[src/rtl/board_pkg.sv]
// board_pkg: shared board geometry defaults, control-state and command encodings.
// Also provides cell_idx(r, c, cols) = r*cols + c for flattened board vectors.
package board_pkg;

  localparam int DEF_ROWS  = 16;
  localparam int DEF_COLS  = 16;
  localparam int DEF_CELLS = DEF_ROWS * DEF_COLS;

  typedef enum logic [1:0] {
    SETUP = 2'd0,
    RUN   = 2'd1,
    PAUSE = 2'd2,
    STEP  = 2'd3
  } state_t;

  typedef enum logic [2:0] {
    CMD_NONE,
    CMD_RUN,
    CMD_STEP,
    CMD_PAUSE,
    CMD_EDIT
  } cmd_t;

  function automatic int cell_idx(
    input int r,
    input int c,
    input int cols
  );
    return r * cols + c;
  endfunction

endpackage

[src/rtl/board_state_register_tick.sv]
// gen_tick_divider: counts 0..TICK_DIV-1 while enable, one-cycle tick on wrap.
// Ports: clk, reset (async, high), enable (low clears count), tick.
module gen_tick_divider #(
  parameter int TICK_DIV = 1_000_000
) (
  input  logic clk,
  input  logic reset,
  input  logic enable,
  output logic tick
);

  localparam int CW = (TICK_DIV > 1) ? $clog2(TICK_DIV) : 1;
  localparam logic [CW-1:0] WRAP = CW'(TICK_DIV - 1);

  logic [CW-1:0] cnt;

  assign tick = enable && (cnt == WRAP);

  always_ff @(posedge clk or posedge reset) begin
    if (reset) begin
      cnt <= '0;
    end else if (!enable || cnt == WRAP) begin
      cnt <= '0;
    end else begin
      cnt <= cnt + CW'(1);
    end
  end

endmodule

[src/rtl/board_state_register.sv]
// board_state_register: current board, setup/algorithm select, run/pause/step pacing.
// Ports: clk, reset, load_*, cmd_*, next_* handshake, board_out, generation,
// stable, extinct, state_out; period2 only when OSCILLATOR_DETECT_EN is defined.
module board_state_register
  import board_pkg::*;
#(
  parameter int ROWS     = DEF_ROWS,
  parameter int COLS     = DEF_COLS,
  parameter int GEN_W    = 16,
  parameter int TICK_DIV = 1_000_000,
  localparam int CELLS   = ROWS * COLS
) (
  input  logic             clk,
  input  logic             reset,
  input  logic             load_valid,
  input  logic [CELLS-1:0] load_board,
  input  logic             cmd_run,
  input  logic             cmd_pause,
  input  logic             cmd_step,
  input  logic             cmd_edit,
  input  logic             next_valid,
  input  logic [CELLS-1:0] next_board,
  output logic             next_ready,
  output logic [CELLS-1:0] board_out,
  output logic [GEN_W-1:0] generation,
  output logic             stable,
  output logic             extinct,
`ifdef OSCILLATOR_DETECT_EN
  output logic             period2,
`endif
  output logic [1:0]       state_out
);

  state_t           st, st_d;
  cmd_t             cmd;
  logic             acc, tick;
  logic             pend, pend_d, rdy_d;
  logic [CELLS-1:0] board_d;
  logic [GEN_W-1:0] gen_d;
  logic             stable_d;
  logic             load;

  assign acc       = next_valid & next_ready;
  assign load      = (st == SETUP) & load_valid;
  assign state_out = st;

  gen_tick_divider #(
    .TICK_DIV(TICK_DIV)
  ) u_tick (
    .clk   (clk),
    .reset (reset),
    .enable(st == RUN),
    .tick  (tick)
  );

  always_comb begin
    cmd = CMD_NONE;
    priority case (1'b1)
      cmd_edit:  cmd = CMD_EDIT;
      cmd_pause: cmd = CMD_PAUSE;
      cmd_step:  cmd = CMD_STEP;
      cmd_run:   cmd = CMD_RUN;
      default:   cmd = CMD_NONE;
    endcase
  end

  always_comb begin
    st_d = st;
    unique case (st)
      SETUP: begin
        if (cmd == CMD_RUN)       st_d = RUN;
        else if (cmd == CMD_STEP) st_d = STEP;
      end
      RUN: begin
        if (cmd == CMD_EDIT)       st_d = SETUP;
        else if (cmd == CMD_PAUSE) st_d = PAUSE;
      end
      PAUSE: begin
        if (cmd == CMD_EDIT)      st_d = SETUP;
        else if (cmd == CMD_RUN)  st_d = RUN;
        else if (cmd == CMD_STEP) st_d = STEP;
      end
      STEP: begin
        if (cmd == CMD_EDIT) st_d = SETUP;
        else if (acc)        st_d = PAUSE;
      end
      default: st_d = SETUP;
    endcase
  end

  always_comb begin
    board_d  = board_out;
    gen_d    = generation;
    stable_d = stable;
    if (acc) begin
      board_d  = next_board;
      gen_d    = generation + GEN_W'(1);
      stable_d = (next_board == board_out);
    end else if (load) begin
      board_d  = load_board;
      gen_d    = '0;
      stable_d = 1'b0;
    end
  end

  // A tick while already pending is simply absorbed.
  always_comb begin
    pend_d = pend;
    if (st_d != RUN) pend_d = 1'b0;
    else if (tick)   pend_d = 1'b1;
    else if (acc)    pend_d = 1'b0;
    rdy_d = ((st_d == RUN) & pend_d) | (st_d == STEP);
  end

  always_ff @(posedge clk or posedge reset) begin
    if (reset) begin
      st         <= SETUP;
      pend       <= 1'b0;
      next_ready <= 1'b0;
      board_out  <= '0;
      generation <= '0;
      stable     <= 1'b0;
      extinct    <= 1'b1;
    end else begin
      st         <= st_d;
      pend       <= pend_d;
      next_ready <= rdy_d;
      board_out  <= board_d;
      generation <= gen_d;
      stable     <= stable_d;
      extinct    <= ~|board_d;
    end
  end

`ifdef OSCILLATOR_DETECT_EN
  logic [CELLS-1:0] prev_board;

  always_ff @(posedge clk or posedge reset) begin
    if (reset) begin
      prev_board <= '0;
      period2    <= 1'b0;
    end else if (acc) begin
      prev_board <= board_out;
      period2    <= (next_board == prev_board) &&
                    (next_board != board_out);
    end else if (load) begin
      period2    <= 1'b0;
    end
  end
`endif

endmodule
[config.mk]
export PLATFORM = sky130hd
export DESIGN_NAME = board_state_register
export DESIGN_NICKNAME = d
export VERILOG_FILES = /design/src/rtl/board_pkg.sv /design/src/rtl/board_state_register_tick.sv /design/src/rtl/board_state_register.sv
export SDC_FILE = /design/constraint.sdc
export NUM_CORES = 1
export LEC_CHECK = 0
export ABC_AREA = 1
export CORE_AREA = 2 2 311 313
export CTS_CLUSTER_DIAMETER = 40
export DETAILED_ROUTE_END_ITERATION = 7
export DIE_AREA = 0 0 313 315
export PLACE_DENSITY = 0.53
export SLEW_MARGIN = 0
export SYNTH_ARGS = -nofsm -noshare
export SYNTH_HDL_FRONTEND = slang
export SYNTH_SLANG_ARGS = --single-unit
[constraint.sdc]
create_clock -name clk -period 21.5 [get_ports clk]
set_input_delay 4.3 -clock clk [delete_from_list [all_inputs] [get_ports clk]]
set_output_delay 4.3 -clock clk [all_outputs]
set_load 0.01 [all_outputs]
==> results.md <==
- CP max stage delay: 0.92 ns
- Net Sw Frac: 48.0%
- Period utilization: 37.7%
- Outcome: complete, no violations
- Grt total ovfl: 0
- Slew @ Worst Pin: 1.18 ns
- Worst-skew pair later-pin latency: 0.66 ns
- Crit Path Max Fanout: 65
- Avg Cell Area, Syn: 6.02 um^2
- Layout area overhead: 59.3%
- Die area: 98600 um^2
- Post_cts resized: 0
- Worst path slowest cell: buf_4
- CP Cell Sequence: buf_2 -> buf_4 -> nand2_8 -> nand2_4 -> buf_4 -> nor2_1 -> nor2_1 -> nand2_1 -> nor2_1 -> nand2_1 -> nor2_1 -> nand2_1 -> nor2_1 -> nand2_1 -> nor2_1
- CTS Hold Bufs: 0
- CTS tree: done
- Nets: 4735
- Cell mode on critical path: nor2_1
- Pint: 2.55 mW
- Largest delay share family, worst path: simple AND/OR/NAND/NOR gates
- Setup_tns: 0 ns
- Chip height: 315 um
- Synth cell types: 41
- Sequential fraction of design power: 22.6%
- Placeable Area: 95700 um^2
- Max frequency: 0.124 GHz
- DP Worst Slack: 12.93 ns
- Switching power: 2.35 mW
- DRC violations left: 0
- Comb pwr share: 50.9%
- Initial antenna violation count: 37
- I/O Buffers: 796
- Clk sinks: 298
- Initial DRC count: 2353
- Netlist Area Pre-Place: 20600 um^2
- Routed via count: 25500
- Leading cell type in the layout, fill and taps excluded: nand2_1
- Largest net degree at the start of global routing: 125
- Hold slack: 0.463 ns
- Fin. max-slew vios: 0
- Routed WL per cell: 28.0 um
- Main synth FF type: dfrtp_1
- Hold Crit Class: reg -> reg
- Post-synthesis sequential area ratio: 36.2%
- Site Rows: 114
- Ys Warns: 0
- Setup WS post-layout: 13.40 ns
- Layout cell share with drive strength beyond 1: 4.35%
- Critical path data arrival time: 8.67 ns
- Post-Syn Instances: 3422
- Placer congestion estimate: 0.971
- Critical path type: in -> reg
- Vias in the first global route: 24600
- Worst-path clk slew: 0.04 ns
- Critical Path RT: 22.08 ns
- Wirelength, routed: 156 mm
- Net Count, Synth: 3944
- PwrDens: 149 nW/um^2
- Most frequent cells in the layout: nand2_1, clkdlybuf4s50_1, inv_1, nor2_1, dfrtp_1
- Tmin final: 8.10 ns
- Worst Path Buf+Inv: 3
- # setup viols final: 0
- Unrepaired setup endpoints after global routing: false
- Leakage power: 17.1 nW
- Startpoint types: input port
- Maximum VDD drop: 0.0664 mV
- Util after Layout: 34.3%
- # IOs: 797
- CTS Buffer Depth: 3
- Die W: 313 um
- Relative slew slack: 20.5%
- Max-capacitance violation count: 0
- Postcts setup bufs: 0
- Clock power share: 26.5%
- Fin. Hold Viols: 0
- Post-route ant nets: 0
- Via density: 4.57
- Root buf cell: clkbuf_16
- Clock buffer count from CTS: 83
- Starting density of the core: 21.5%
- EDFF count, synth: 0
- Clock Skew: 0.0341 ns
- Final HPWL DP: 129 mm
- DR pass1 iterations: 6
- Critical path endpoint category: register
- Asr flop ratio synth: 100%
- Overall routing resource usage: 30.6%
- Fillers: 10500
- H-Tree Depth: 3
- Post-synthesis sequential element count: 298
- First-pass GRT wire length: 206 mm
worst paths after layout:
path                               start              to  slack (ns)  depth (start not counted)
max in group asynchronous          reset  board_out[181]       15.92                          3
min                        u_tick.cnt[0]   u_tick.cnt[0]        0.46                          1
min in group asynchronous          reset   generation[1]        4.19                          2
max                           load_valid         extinct       13.40                         15
max reg2reg                 state_out[0]         extinct       17.03                         14
min reg2reg                u_tick.cnt[0]   u_tick.cnt[0]        0.46                          1
power groups by stage:
stage | clock (mW) | combinational (mW) | sequential [mW]
after global routing | 1.34 | 2.67 | 1.13
final | 1.30 | 2.50 | 1.11
after global placement | 0 | 2.50 | 1.10
after floorplan | 0 | 0.960 | 1.10
after detailed placement | 0 | 2.49 | 1.10
after CTS | 1.31 | 2.50 | 1.10
synth_stat cells (10+ instances only):
master | number | area share (%)
nor2_1 | 749 | 14
or2_2 | 13 | 0.39
o21ai_1 | 12 | 0.29
a21oi_1 | 11 | 0.27
o22ai_1 | 51 | 1.5
dfrtp_1 | 297 | 36
nand3_1 | 173 | 4.2
xor2_1 | 29 | 1.2
nand4_1 | 70 | 2.1
nand2_1 | 913 | 17
buf_2 | 39 | 0.95
buf_1 | 10 | 0.18
xnor2_1 | 51 | 2.2
buf_4 | 10 | 0.36
inv_1 | 759 | 14
clkbuf_1 | 49 | 0.89
o21ai_0 | 119 | 2.9
nor3_1 | 18 | 0.44
cells by family (layout without fill, tap and decap cells):
logic type	after synthesis	after routing	synth area share, %
other cells	0	14	0
fa+ha+maj	2	2	0.121
simple gates	1955	1955	38.1
flops	298	298	36.2
xor+xnor	80	80	3.40
compound gates	215	215	5.80
buf+inv	872	1730	16.4
worst register-to-register path, delay by kind of cell, from the launching register on:
kind / cells / cell delay (ns)
AND/OR/NAND/NOR: 13 / 2.92
flip-flops: 1 / 0.50
buffers and inverters: 1 / 0.97
state kept, by name (all words and copies together), names as in the netlist:
name / flops
stable: 1
generation: 16
u_tick.cnt: 20
state_out: 2
next_ready: 1
board_out: 256
extinct: 1
pend: 1
cell type report:
| class | count | area (um^2) | share of cell area [%] |
|---|---|---|---|
| multi-input combinational | 2252 | 9810 | 29.9 |
| timing repair buffer | 816 | 8130 | 24.8 |
| sequential | 298 | 7460 | 22.7 |
| inverter | 762 | 2880 | 8.76 |
| clock buffer | 117 | 2450 | 7.48 |
| tap | 1276 | 1600 | 4.86 |
| clock inverter | 35 | 465 | 1.42 |
| antenna | 14 | 35.0 | 0.107 |
per-stage QoR:
step	power, mW	std cells	area [um^2]
2_1_floorplan	2.06	3422	20600
3_3_place_gp	3.60	5404	29900
3_5_place_dp	3.59	5404	29900
4_1_cts	4.92	5556	32800
5_1_grt	5.13	5559	32800
6_report	4.90	5570	32800
per-layer routing:
metal,GRT usage [%],vias to the layer above,wire [um]
met5,0,-,212
met4,11.7,32,6030
met3,8.10,236,13200
met2,51.2,1282,73700
met1,37.5,12100,62600
li1,-,11800,-
(Power assumes the default switching activity.)
